$ cat src/rtl/dir_write_arbiter_pkg.sv
// rtl/dir_write_arbiter_pkg.sv - shared widths, state encodings and dir write payload type
package dir_arb_pkg;

    localparam int SET_W = 9;
    localparam int WAY_W = 3;
    localparam int TAG_W = 19;

    typedef enum logic [1:0] {
        INVALID = 2'd0,
        BRANCH  = 2'd1,
        TRUNK   = 2'd2,
        TIP     = 2'd3
    } dir_state_e;

    typedef struct packed {
        logic            dirty;
        logic [1:0]      state;
        logic [1:0][1:0] client_states;
        logic            prefetch;
    } dir_wdata_t;

endpackage

$ cat src/rtl/dir_write_arbiter_if.sv
// rtl/dir_write_arbiter_if.sv - requester, read and directory/tag write bundle of the write arbiter
interface dir_write_arbiter_if #(parameter int NREQ = 4);
    import dir_arb_pkg::*;

    logic                  io_rd_valid;
    logic                  io_rd_ready;
    logic [NREQ-1:0]       io_req_valid;
    logic [NREQ-1:0]       io_req_ready;
    logic [NREQ*SET_W-1:0] io_req_set;
    logic [NREQ*WAY_W-1:0] io_req_way;
    logic [NREQ-1:0]       io_req_dirty;
    logic [NREQ*2-1:0]     io_req_state;
    logic [NREQ*4-1:0]     io_req_clientStates;
    logic [NREQ-1:0]       io_req_prefetch;
    logic [NREQ-1:0]       io_req_tagWen;
    logic [NREQ*TAG_W-1:0] io_req_tag;

    logic                  io_dirWReq_valid;
    logic [SET_W-1:0]      io_dirWReq_bits_set;
    logic [WAY_W-1:0]      io_dirWReq_bits_way;
    logic                  io_dirWReq_bits_data_dirty;
    logic [1:0]            io_dirWReq_bits_data_state;
    logic [1:0]            io_dirWReq_bits_data_clientStates_0;
    logic [1:0]            io_dirWReq_bits_data_clientStates_1;
    logic                  io_dirWReq_bits_data_prefetch;
    logic                  io_tagWReq_valid;
    logic [SET_W-1:0]      io_tagWReq_bits_set;
    logic [WAY_W-1:0]      io_tagWReq_bits_way;
    logic [TAG_W-1:0]      io_tagWReq_bits_tag;
    logic                  io_conflict_err;

    modport slave (
        input  io_rd_valid, io_req_valid, io_req_set, io_req_way, io_req_dirty, io_req_state,
               io_req_clientStates, io_req_prefetch, io_req_tagWen, io_req_tag,
        output io_rd_ready, io_req_ready, io_dirWReq_valid, io_dirWReq_bits_set, io_dirWReq_bits_way,
               io_dirWReq_bits_data_dirty, io_dirWReq_bits_data_state, io_dirWReq_bits_data_clientStates_0,
               io_dirWReq_bits_data_clientStates_1, io_dirWReq_bits_data_prefetch, io_tagWReq_valid,
               io_tagWReq_bits_set, io_tagWReq_bits_way, io_tagWReq_bits_tag, io_conflict_err
    );

    modport master (
        output io_rd_valid, io_req_valid, io_req_set, io_req_way, io_req_dirty, io_req_state,
               io_req_clientStates, io_req_prefetch, io_req_tagWen, io_req_tag,
        input  io_rd_ready, io_req_ready, io_dirWReq_valid, io_dirWReq_bits_set, io_dirWReq_bits_way,
               io_dirWReq_bits_data_dirty, io_dirWReq_bits_data_state, io_dirWReq_bits_data_clientStates_0,
               io_dirWReq_bits_data_clientStates_1, io_dirWReq_bits_data_prefetch, io_tagWReq_valid,
               io_tagWReq_bits_set, io_tagWReq_bits_way, io_tagWReq_bits_tag, io_conflict_err
    );

endinterface

$ cat src/rtl/dir_write_arbiter_rr_arbiter.sv
// rtl/dir_write_arbiter_rr_arbiter.sv - round-robin pick starting at pointer, one-hot grant plus index
module rr_arbiter #(
    parameter  int N  = 4,
    localparam int PW = (N > 1) ? $clog2(N) : 1
) (
    input  logic [N-1:0]  req,
    input  logic [PW-1:0] pointer,
    input  logic          en,
    output logic [N-1:0]  grant,
    output logic [PW-1:0] idx
);

    logic [PW:0] cand;
    logic        found;

    always_comb begin
        grant = '0;
        idx   = '0;
        found = 1'b0;
        cand  = '0;
        for (int k = 0; k < N; k++) begin
            // candidate = (pointer + k) mod N without a divider
            cand = {1'b0, pointer} + (PW+1)'(k);
            if (cand >= (PW+1)'(N))
                cand = cand - (PW+1)'(N);
            if (en && !found && req[cand[PW-1:0]]) begin
                found                  = 1'b1;
                grant[cand[PW-1:0]]    = 1'b1;
                idx                    = cand[PW-1:0];
            end
        end
    end

endmodule

$ cat src/rtl/dir_write_arbiter.sv
// rtl/dir_write_arbiter.sv - dir/tag SRAM write-port arbiter; DIR_WRITE_ARB_CONFLICT_CHECK_EN adds the sticky set/way collision flag
module dir_write_arbiter
    import dir_arb_pkg::*;
#(
    parameter int NREQ      = 4,
    parameter int MAX_STALL = 3
) (
    input  logic                clock,
    input  logic                reset,
    dir_write_arbiter_if.slave  bus
);

    localparam int PW = (NREQ > 1) ? $clog2(NREQ) : 1;
    localparam int SW = $clog2(MAX_STALL + 1);

    logic [PW-1:0]    ptr_q;
    logic [SW-1:0]    stall_q;
    logic             w_pend, rd_win, wr_en;
    logic [NREQ-1:0]  grant;
    logic [PW-1:0]    gidx;
    logic [SET_W-1:0] sel_set;
    logic [WAY_W-1:0] sel_way;
    logic [TAG_W-1:0] sel_tag;
    dir_wdata_t       sel_wdata;

    logic             dir_valid_q, tag_valid_q;
    logic [SET_W-1:0] set_q;
    logic [WAY_W-1:0] way_q;
    logic [TAG_W-1:0] tag_q;
    dir_wdata_t       wdata_q;

    // Reads win unless a write has already lost MAX_STALL times in a row.
    assign w_pend = |bus.io_req_valid;
    assign rd_win = bus.io_rd_valid && (!w_pend || (stall_q < SW'(MAX_STALL)));
    assign wr_en  = w_pend && !rd_win;

    rr_arbiter #(.N(NREQ)) u_rr (
        .req     (bus.io_req_valid),
        .pointer (ptr_q),
        .en      (wr_en),
        .grant   (grant),
        .idx     (gidx)
    );

    assign bus.io_rd_ready  = rd_win;
    assign bus.io_req_ready = grant;

    always_comb begin
        sel_set                 = bus.io_req_set[int'(gidx)*SET_W +: SET_W];
        sel_way                 = bus.io_req_way[int'(gidx)*WAY_W +: WAY_W];
        sel_tag                 = bus.io_req_tag[int'(gidx)*TAG_W +: TAG_W];
        sel_wdata.dirty         = bus.io_req_dirty[gidx];
        sel_wdata.state         = bus.io_req_state[int'(gidx)*2 +: 2];
        sel_wdata.client_states = bus.io_req_clientStates[int'(gidx)*4 +: 4];
        sel_wdata.prefetch      = bus.io_req_prefetch[gidx];
    end

    always_ff @(posedge clock or posedge reset) begin
        if (reset) begin
            ptr_q       <= '0;
            stall_q     <= '0;
            dir_valid_q <= 1'b0;
            tag_valid_q <= 1'b0;
            set_q       <= '0;
            way_q       <= '0;
            tag_q       <= '0;
            wdata_q     <= '0;
        end else begin
            dir_valid_q <= wr_en;
            tag_valid_q <= wr_en && bus.io_req_tagWen[gidx];
            if (wr_en) begin
                ptr_q   <= (gidx == PW'(NREQ - 1)) ? '0 : gidx + 1'b1;
                stall_q <= '0;
                set_q   <= sel_set;
                way_q   <= sel_way;
                tag_q   <= sel_tag;
                wdata_q <= sel_wdata;
            end else if (rd_win && w_pend && (stall_q < SW'(MAX_STALL))) begin
                stall_q <= stall_q + 1'b1;
            end
        end
    end

    assign bus.io_dirWReq_valid                    = dir_valid_q;
    assign bus.io_dirWReq_bits_set                 = set_q;
    assign bus.io_dirWReq_bits_way                 = way_q;
    assign bus.io_dirWReq_bits_data_dirty          = wdata_q.dirty;
    assign bus.io_dirWReq_bits_data_state          = wdata_q.state;
    assign bus.io_dirWReq_bits_data_clientStates_0 = wdata_q.client_states[0];
    assign bus.io_dirWReq_bits_data_clientStates_1 = wdata_q.client_states[1];
    assign bus.io_dirWReq_bits_data_prefetch       = wdata_q.prefetch;
    assign bus.io_tagWReq_valid                    = tag_valid_q;
    assign bus.io_tagWReq_bits_set                 = set_q;
    assign bus.io_tagWReq_bits_way                 = way_q;
    assign bus.io_tagWReq_bits_tag                 = tag_q;

`ifdef DIR_WRITE_ARB_CONFLICT_CHECK_EN
    logic conflict_hit, conflict_q;

    // Pairwise requester collisions, plus a grant hitting the line being written this cycle.
    always_comb begin
        conflict_hit = 1'b0;
        for (int i = 0; i < NREQ; i++) begin
            for (int j = i + 1; j < NREQ; j++) begin
                if (bus.io_req_valid[i] && bus.io_req_valid[j] &&
                    bus.io_req_set[i*SET_W +: SET_W] == bus.io_req_set[j*SET_W +: SET_W] &&
                    bus.io_req_way[i*WAY_W +: WAY_W] == bus.io_req_way[j*WAY_W +: WAY_W])
                    conflict_hit = 1'b1;
            end
        end
        if (wr_en && dir_valid_q && sel_set == set_q && sel_way == way_q)
            conflict_hit = 1'b1;
    end

    always_ff @(posedge clock or posedge reset) begin
        if (reset)
            conflict_q <= 1'b0;
        else if (conflict_hit)
            conflict_q <= 1'b1;
    end

    assign bus.io_conflict_err = conflict_q;
`else
    assign bus.io_conflict_err = 1'b0;
`endif

endmodule

$ cat src/flat_wrapper.sv
// flat-port wrapper written by rule: the top's interface ports become plain ports
module dir_write_arbiter_flat import dir_arb_pkg::*;
#(
    parameter int NREQ      = 4,
    parameter int MAX_STALL = 3
)
  (clock, reset, bus_io_rd_valid, bus_io_req_valid, bus_io_req_set, bus_io_req_way, bus_io_req_dirty, bus_io_req_state, bus_io_req_clientStates, bus_io_req_prefetch, bus_io_req_tagWen, bus_io_req_tag, bus_io_rd_ready, bus_io_req_ready, bus_io_dirWReq_valid, bus_io_dirWReq_bits_set, bus_io_dirWReq_bits_way, bus_io_dirWReq_bits_data_dirty, bus_io_dirWReq_bits_data_state, bus_io_dirWReq_bits_data_clientStates_0, bus_io_dirWReq_bits_data_clientStates_1, bus_io_dirWReq_bits_data_prefetch, bus_io_tagWReq_valid, bus_io_tagWReq_bits_set, bus_io_tagWReq_bits_way, bus_io_tagWReq_bits_tag, bus_io_conflict_err);
  dir_write_arbiter_if #(.NREQ(NREQ)) bus_i ();
  input  logic clock;
  input  logic reset;
  input wire logic [$bits(bus_i.io_rd_valid)-1:0] bus_io_rd_valid;
  input wire logic [$bits(bus_i.io_req_valid)-1:0] bus_io_req_valid;
  input wire logic [$bits(bus_i.io_req_set)-1:0] bus_io_req_set;
  input wire logic [$bits(bus_i.io_req_way)-1:0] bus_io_req_way;
  input wire logic [$bits(bus_i.io_req_dirty)-1:0] bus_io_req_dirty;
  input wire logic [$bits(bus_i.io_req_state)-1:0] bus_io_req_state;
  input wire logic [$bits(bus_i.io_req_clientStates)-1:0] bus_io_req_clientStates;
  input wire logic [$bits(bus_i.io_req_prefetch)-1:0] bus_io_req_prefetch;
  input wire logic [$bits(bus_i.io_req_tagWen)-1:0] bus_io_req_tagWen;
  input wire logic [$bits(bus_i.io_req_tag)-1:0] bus_io_req_tag;
  output wire logic [$bits(bus_i.io_rd_ready)-1:0] bus_io_rd_ready;
  output wire logic [$bits(bus_i.io_req_ready)-1:0] bus_io_req_ready;
  output wire logic [$bits(bus_i.io_dirWReq_valid)-1:0] bus_io_dirWReq_valid;
  output wire logic [$bits(bus_i.io_dirWReq_bits_set)-1:0] bus_io_dirWReq_bits_set;
  output wire logic [$bits(bus_i.io_dirWReq_bits_way)-1:0] bus_io_dirWReq_bits_way;
  output wire logic [$bits(bus_i.io_dirWReq_bits_data_dirty)-1:0] bus_io_dirWReq_bits_data_dirty;
  output wire logic [$bits(bus_i.io_dirWReq_bits_data_state)-1:0] bus_io_dirWReq_bits_data_state;
  output wire logic [$bits(bus_i.io_dirWReq_bits_data_clientStates_0)-1:0] bus_io_dirWReq_bits_data_clientStates_0;
  output wire logic [$bits(bus_i.io_dirWReq_bits_data_clientStates_1)-1:0] bus_io_dirWReq_bits_data_clientStates_1;
  output wire logic [$bits(bus_i.io_dirWReq_bits_data_prefetch)-1:0] bus_io_dirWReq_bits_data_prefetch;
  output wire logic [$bits(bus_i.io_tagWReq_valid)-1:0] bus_io_tagWReq_valid;
  output wire logic [$bits(bus_i.io_tagWReq_bits_set)-1:0] bus_io_tagWReq_bits_set;
  output wire logic [$bits(bus_i.io_tagWReq_bits_way)-1:0] bus_io_tagWReq_bits_way;
  output wire logic [$bits(bus_i.io_tagWReq_bits_tag)-1:0] bus_io_tagWReq_bits_tag;
  output wire logic [$bits(bus_i.io_conflict_err)-1:0] bus_io_conflict_err;
  assign bus_i.io_rd_valid = bus_io_rd_valid;
  assign bus_i.io_req_valid = bus_io_req_valid;
  assign bus_i.io_req_set = bus_io_req_set;
  assign bus_i.io_req_way = bus_io_req_way;
  assign bus_i.io_req_dirty = bus_io_req_dirty;
  assign bus_i.io_req_state = bus_io_req_state;
  assign bus_i.io_req_clientStates = bus_io_req_clientStates;
  assign bus_i.io_req_prefetch = bus_io_req_prefetch;
  assign bus_i.io_req_tagWen = bus_io_req_tagWen;
  assign bus_i.io_req_tag = bus_io_req_tag;
  assign bus_io_rd_ready = bus_i.io_rd_ready;
  assign bus_io_req_ready = bus_i.io_req_ready;
  assign bus_io_dirWReq_valid = bus_i.io_dirWReq_valid;
  assign bus_io_dirWReq_bits_set = bus_i.io_dirWReq_bits_set;
  assign bus_io_dirWReq_bits_way = bus_i.io_dirWReq_bits_way;
  assign bus_io_dirWReq_bits_data_dirty = bus_i.io_dirWReq_bits_data_dirty;
  assign bus_io_dirWReq_bits_data_state = bus_i.io_dirWReq_bits_data_state;
  assign bus_io_dirWReq_bits_data_clientStates_0 = bus_i.io_dirWReq_bits_data_clientStates_0;
  assign bus_io_dirWReq_bits_data_clientStates_1 = bus_i.io_dirWReq_bits_data_clientStates_1;
  assign bus_io_dirWReq_bits_data_prefetch = bus_i.io_dirWReq_bits_data_prefetch;
  assign bus_io_tagWReq_valid = bus_i.io_tagWReq_valid;
  assign bus_io_tagWReq_bits_set = bus_i.io_tagWReq_bits_set;
  assign bus_io_tagWReq_bits_way = bus_i.io_tagWReq_bits_way;
  assign bus_io_tagWReq_bits_tag = bus_i.io_tagWReq_bits_tag;
  assign bus_io_conflict_err = bus_i.io_conflict_err;
  dir_write_arbiter #(.NREQ(NREQ), .MAX_STALL(MAX_STALL)) u_core (.clock(clock), .reset(reset), .bus(bus_i));
endmodule
$ cat config.mk
export PLATFORM = sky130hd
export DESIGN_NAME = dir_write_arbiter_flat
export DESIGN_NICKNAME = d
export VERILOG_FILES = /design/src/rtl/dir_write_arbiter_pkg.sv /design/src/rtl/dir_write_arbiter_if.sv /design/src/rtl/dir_write_arbiter_rr_arbiter.sv /design/src/rtl/dir_write_arbiter.sv /design/src/flat_wrapper.sv
export SDC_FILE = /design/constraint.sdc
export NUM_CORES = 1
export LEC_CHECK = 0
export ABC_AREA = 1
export CAP_MARGIN = 0
export CELL_PAD_IN_SITES_DETAIL_PLACEMENT = 0
export CELL_PAD_IN_SITES_GLOBAL_PLACEMENT = 1
export CORE_AREA = 2 2 152 109
export DETAILED_ROUTE_END_ITERATION = 12
export DIE_AREA = 0 0 154 111
export GPL_ROUTABILITY_DRIVEN = 0
export PLACE_DENSITY = 0.84
export SYNTH_ARGS = -nofsm -noshare
export SYNTH_HDL_FRONTEND = slang
export SYNTH_SLANG_ARGS = --single-unit
$ cat constraint.sdc
create_clock -name clock -period 3.45 [get_ports clock]
set_input_delay 0.5175 -clock clock [delete_from_list [all_inputs] [get_ports clock]]
set_output_delay 0.5175 -clock clock [all_outputs]
set_load 0.03 [all_outputs]
==> results.md <==
- Core Footprint: 15900 sq um
- Vias per std cell: 4.42
- Total die area: 17100 sq um
- Diodes inserted: 0
- Final setup violation count: 0
- CTS root buffer: clkbuf_16
- Status: finished, final reports clean
- Area fraction of the dominant cell type after synthesis: 0.260
- CTS tree: yes
- Peak supply drop: 0.506 mV
- Final Hold Viols: 0
- PwrDens: 860 nW/um^2
- Register area share after synthesis: 0.260
- TNS Setup: 0 ns
- Pwr Total: 5.81 mW
- Slowest CP cell: dfrtp_1
- Via count: 5072
- DR iter-0 viols: 297
- Fin util: 0.426
- Netlist cell types: 27
- Minimum clock period: 3.07 ns
- Crit path launch type: flop
- Yosys reg bits: 45
- Crit path buffers/inverters: 3
- Final Skew: 0.00381 ns
- Gate Count Post-Synth: 754
- Top post-synthesis cells by area: dfrtp_1 (26%), nand2_1 (23%), nand3_1 (19%)
- Arr. time, crit path: 2.55 ns
- Hpwl dp: 11000 microns
- Share of cells above drive strength 1: 0.0414
- Slew @ Worst Pin: 1.04 ns
- Hold buffer count at CTS: 0
- Congestion Overflow GR: 0
- Critical-path cell list: inv_2 -> ha_1 -> inv_1 -> nand3_2 -> nand2_2 -> nand3_4 -> nor2_4 -> a21oi_1 -> o221ai_1 -> buf_4
- Crit-path max cell delay: 0.51 ns
- Most frequent cells in the layout: nand2_1 (262), clkdlybuf4s50_1 (220), inv_1 (173)
- Die extent in x: 154 microns
- Setup CP Type: flop to output port
- Hold WC Path Type: flop to flop
- Peak Freq: 0.326 GHz
- Layout Area Growth over Synthesis: 56.3%
- Clock slew at reported path FFs: 0.06 ns
- RSZ-0062 raised after global routing: no
- Top Ports: 226
- Clk Latency, worst-skew pair: 0.28 ns
- Max Cap Violations: 0
- Synthesis warning total: 0
- Die Height: 111 microns
- H-tree depth: 2
- Max Root-Sink Buffers: 2
- Post-Syn Nets: 926
- Critical path's top delay family: buffers and inverters
- Clk sinks: 45
- WL per Instance: 13.3 microns
- Initial antenna violation count: 0
- Number of port buffers: 224
- Leak Pwr: 3.72 nW
- 1st-pass router iterations: 4
- Most common cell after layout, fill and taps aside: nand2_1
- Largest net degree at the start of global routing: 82
- Row count: 39
- DRC viols: 0
- Gr usage total: 0.178
- Post-DRT Antenna Nets: 0
- Register area: 1130 sq um
- Max FO, Critical Path: 12
- Final Cycle Share: 0.890
- Worst slew margin: 0.303
- Initial Util: 0.273
- Synth area leader: dfrtp_1
- Area of the multi-input gates: 2210 sq um
- Quantity of gates resized following cts: 0
- Cts bufs inserted: 5
- Routed wire length: 15300 microns
- Synthesized area: 4330 sq um
- Global-route wire length before repair: 24900 microns
- Critical path data required time: 2.93 ns
- Setup crit end kind: output port
- Synth Area per Inst: 5.74 sq um
- Setup repair bufs after CTS: 0
- Fin. max-slew vios: 0
- Total Nets Final: 1113
- Vias in the first global route: 4841
- Filler Cell Count: 1686
[state kept, by name (all words and copies together) (netlist names), 2 cells and up, named ones only]
register / flops
u_core.bus.io_dirWReq_bits_data_clientStates_0: 2
u_core.bus.io_dirWReq_bits_data_clientStates_1: 2
u_core.bus.io_dirWReq_bits_data_state: 2
u_core.bus.io_dirWReq_bits_set: 9
u_core.bus.io_dirWReq_bits_way: 3
u_core.bus.io_tagWReq_bits_tag: 19
u_core.stall_q: 2
[area by class of cell]
class | count | area share
Multi-Input combinational cell | 478 | 0.328
Clock buffer | 8 | 0.0202
Timing Repair Buffer | 235 | 0.350
Tap cell | 205 | 0.0379
Inverter | 176 | 0.0977
Sequential cell | 45 | 0.167
[where the power goes]
part           leakage, nW  total (mW)  switching, mW  internal [mW]
clock network       0.0652       0.475          0.204          0.270
registers            0.548       0.985          0.199          0.786
logic                 3.11        4.35           2.71           1.64
total                 3.72        5.81           3.12           2.70
[per-layer routing]
metal  up-vias  GRT usage  part of all wire
li1       2620          -                 -
met1      2249      0.245              0.47
met2       198      0.279              0.43
met3         5     0.0602             0.097
met4         0     0.0237            0.0045
met5         -          0                 0
[through the flow]
| stage | hold slack (ns) | cell area (sq um) | instances | worst slack [ns] |
|---|---|---|---|---|
| finish | 0.478 | 6760 | 1147 | 0.378 |
| global route | 0.505 | 6760 | 1147 | 0.154 |
| CTS | 0.483 | 6760 | 1147 | 0.372 |
| detailed placement | 0.466 | 6620 | 1139 | 0.313 |
| global placement | 0.462 | 6620 | 1139 | 0.401 |
| floorplan | 0.482 | 4330 | 754 | 0.920 |
[cells by family (layout without fill, tap and decap cells)]
family	Yosys count	count (layout)	synth area share
simple gates	454	454	0.466
buf+inv	231	419	0.234
flops	45	45	0.260
compound gates	18	18	0.0243
fa+ha+maj	5	5	0.0145
other cells	1	1	0.000867
[synth_stat cells, drive strengths merged]
cell type	count
buf	49
clkbuf	6
a21oi	10
nand3b	2
o22ai	3
ha	5
nand3	172
dfrtp	45
inv	176
o221ai	2
nand4	4
nand2	268
conb	1
o21ai	3
nor2	8
[final timing paths]
path	from	to	slack, ns	cells after the start
min reg2reg	u_core.bus.io_tagWReq_bits_tag[9]$_DFFE_PP0P_	u_core.bus.io_tagWReq_bits_tag[9]$_DFFE_PP0P_	0.48	2
max in group asynchronous	reset	u_core.bus.io_dirWReq_bits_data_state[1]$_DFFE_PP0P_	1.99	2
min in group asynchronous	reset	u_core.bus.io_tagWReq_bits_tag[0]$_DFFE_PP0P_	0.81	2
max reg2reg	flop	u_core.bus.io_tagWReq_bits_tag[14]$_DFFE_PP0P_	0.48	15
max	flop	bus_io_req_ready[2]	0.38	10
min	u_core.bus.io_tagWReq_bits_tag[9]$_DFFE_PP0P_	u_core.bus.io_tagWReq_bits_tag[9]$_DFFE_PP0P_	0.48	2
[worst min-delay path: cells and delay by family, from the launching register on]
kind             cells  cell delay, ns
DFF                  1            0.34
and+or+nand+nor      2            0.11
(Power assumes the default switching activity.)
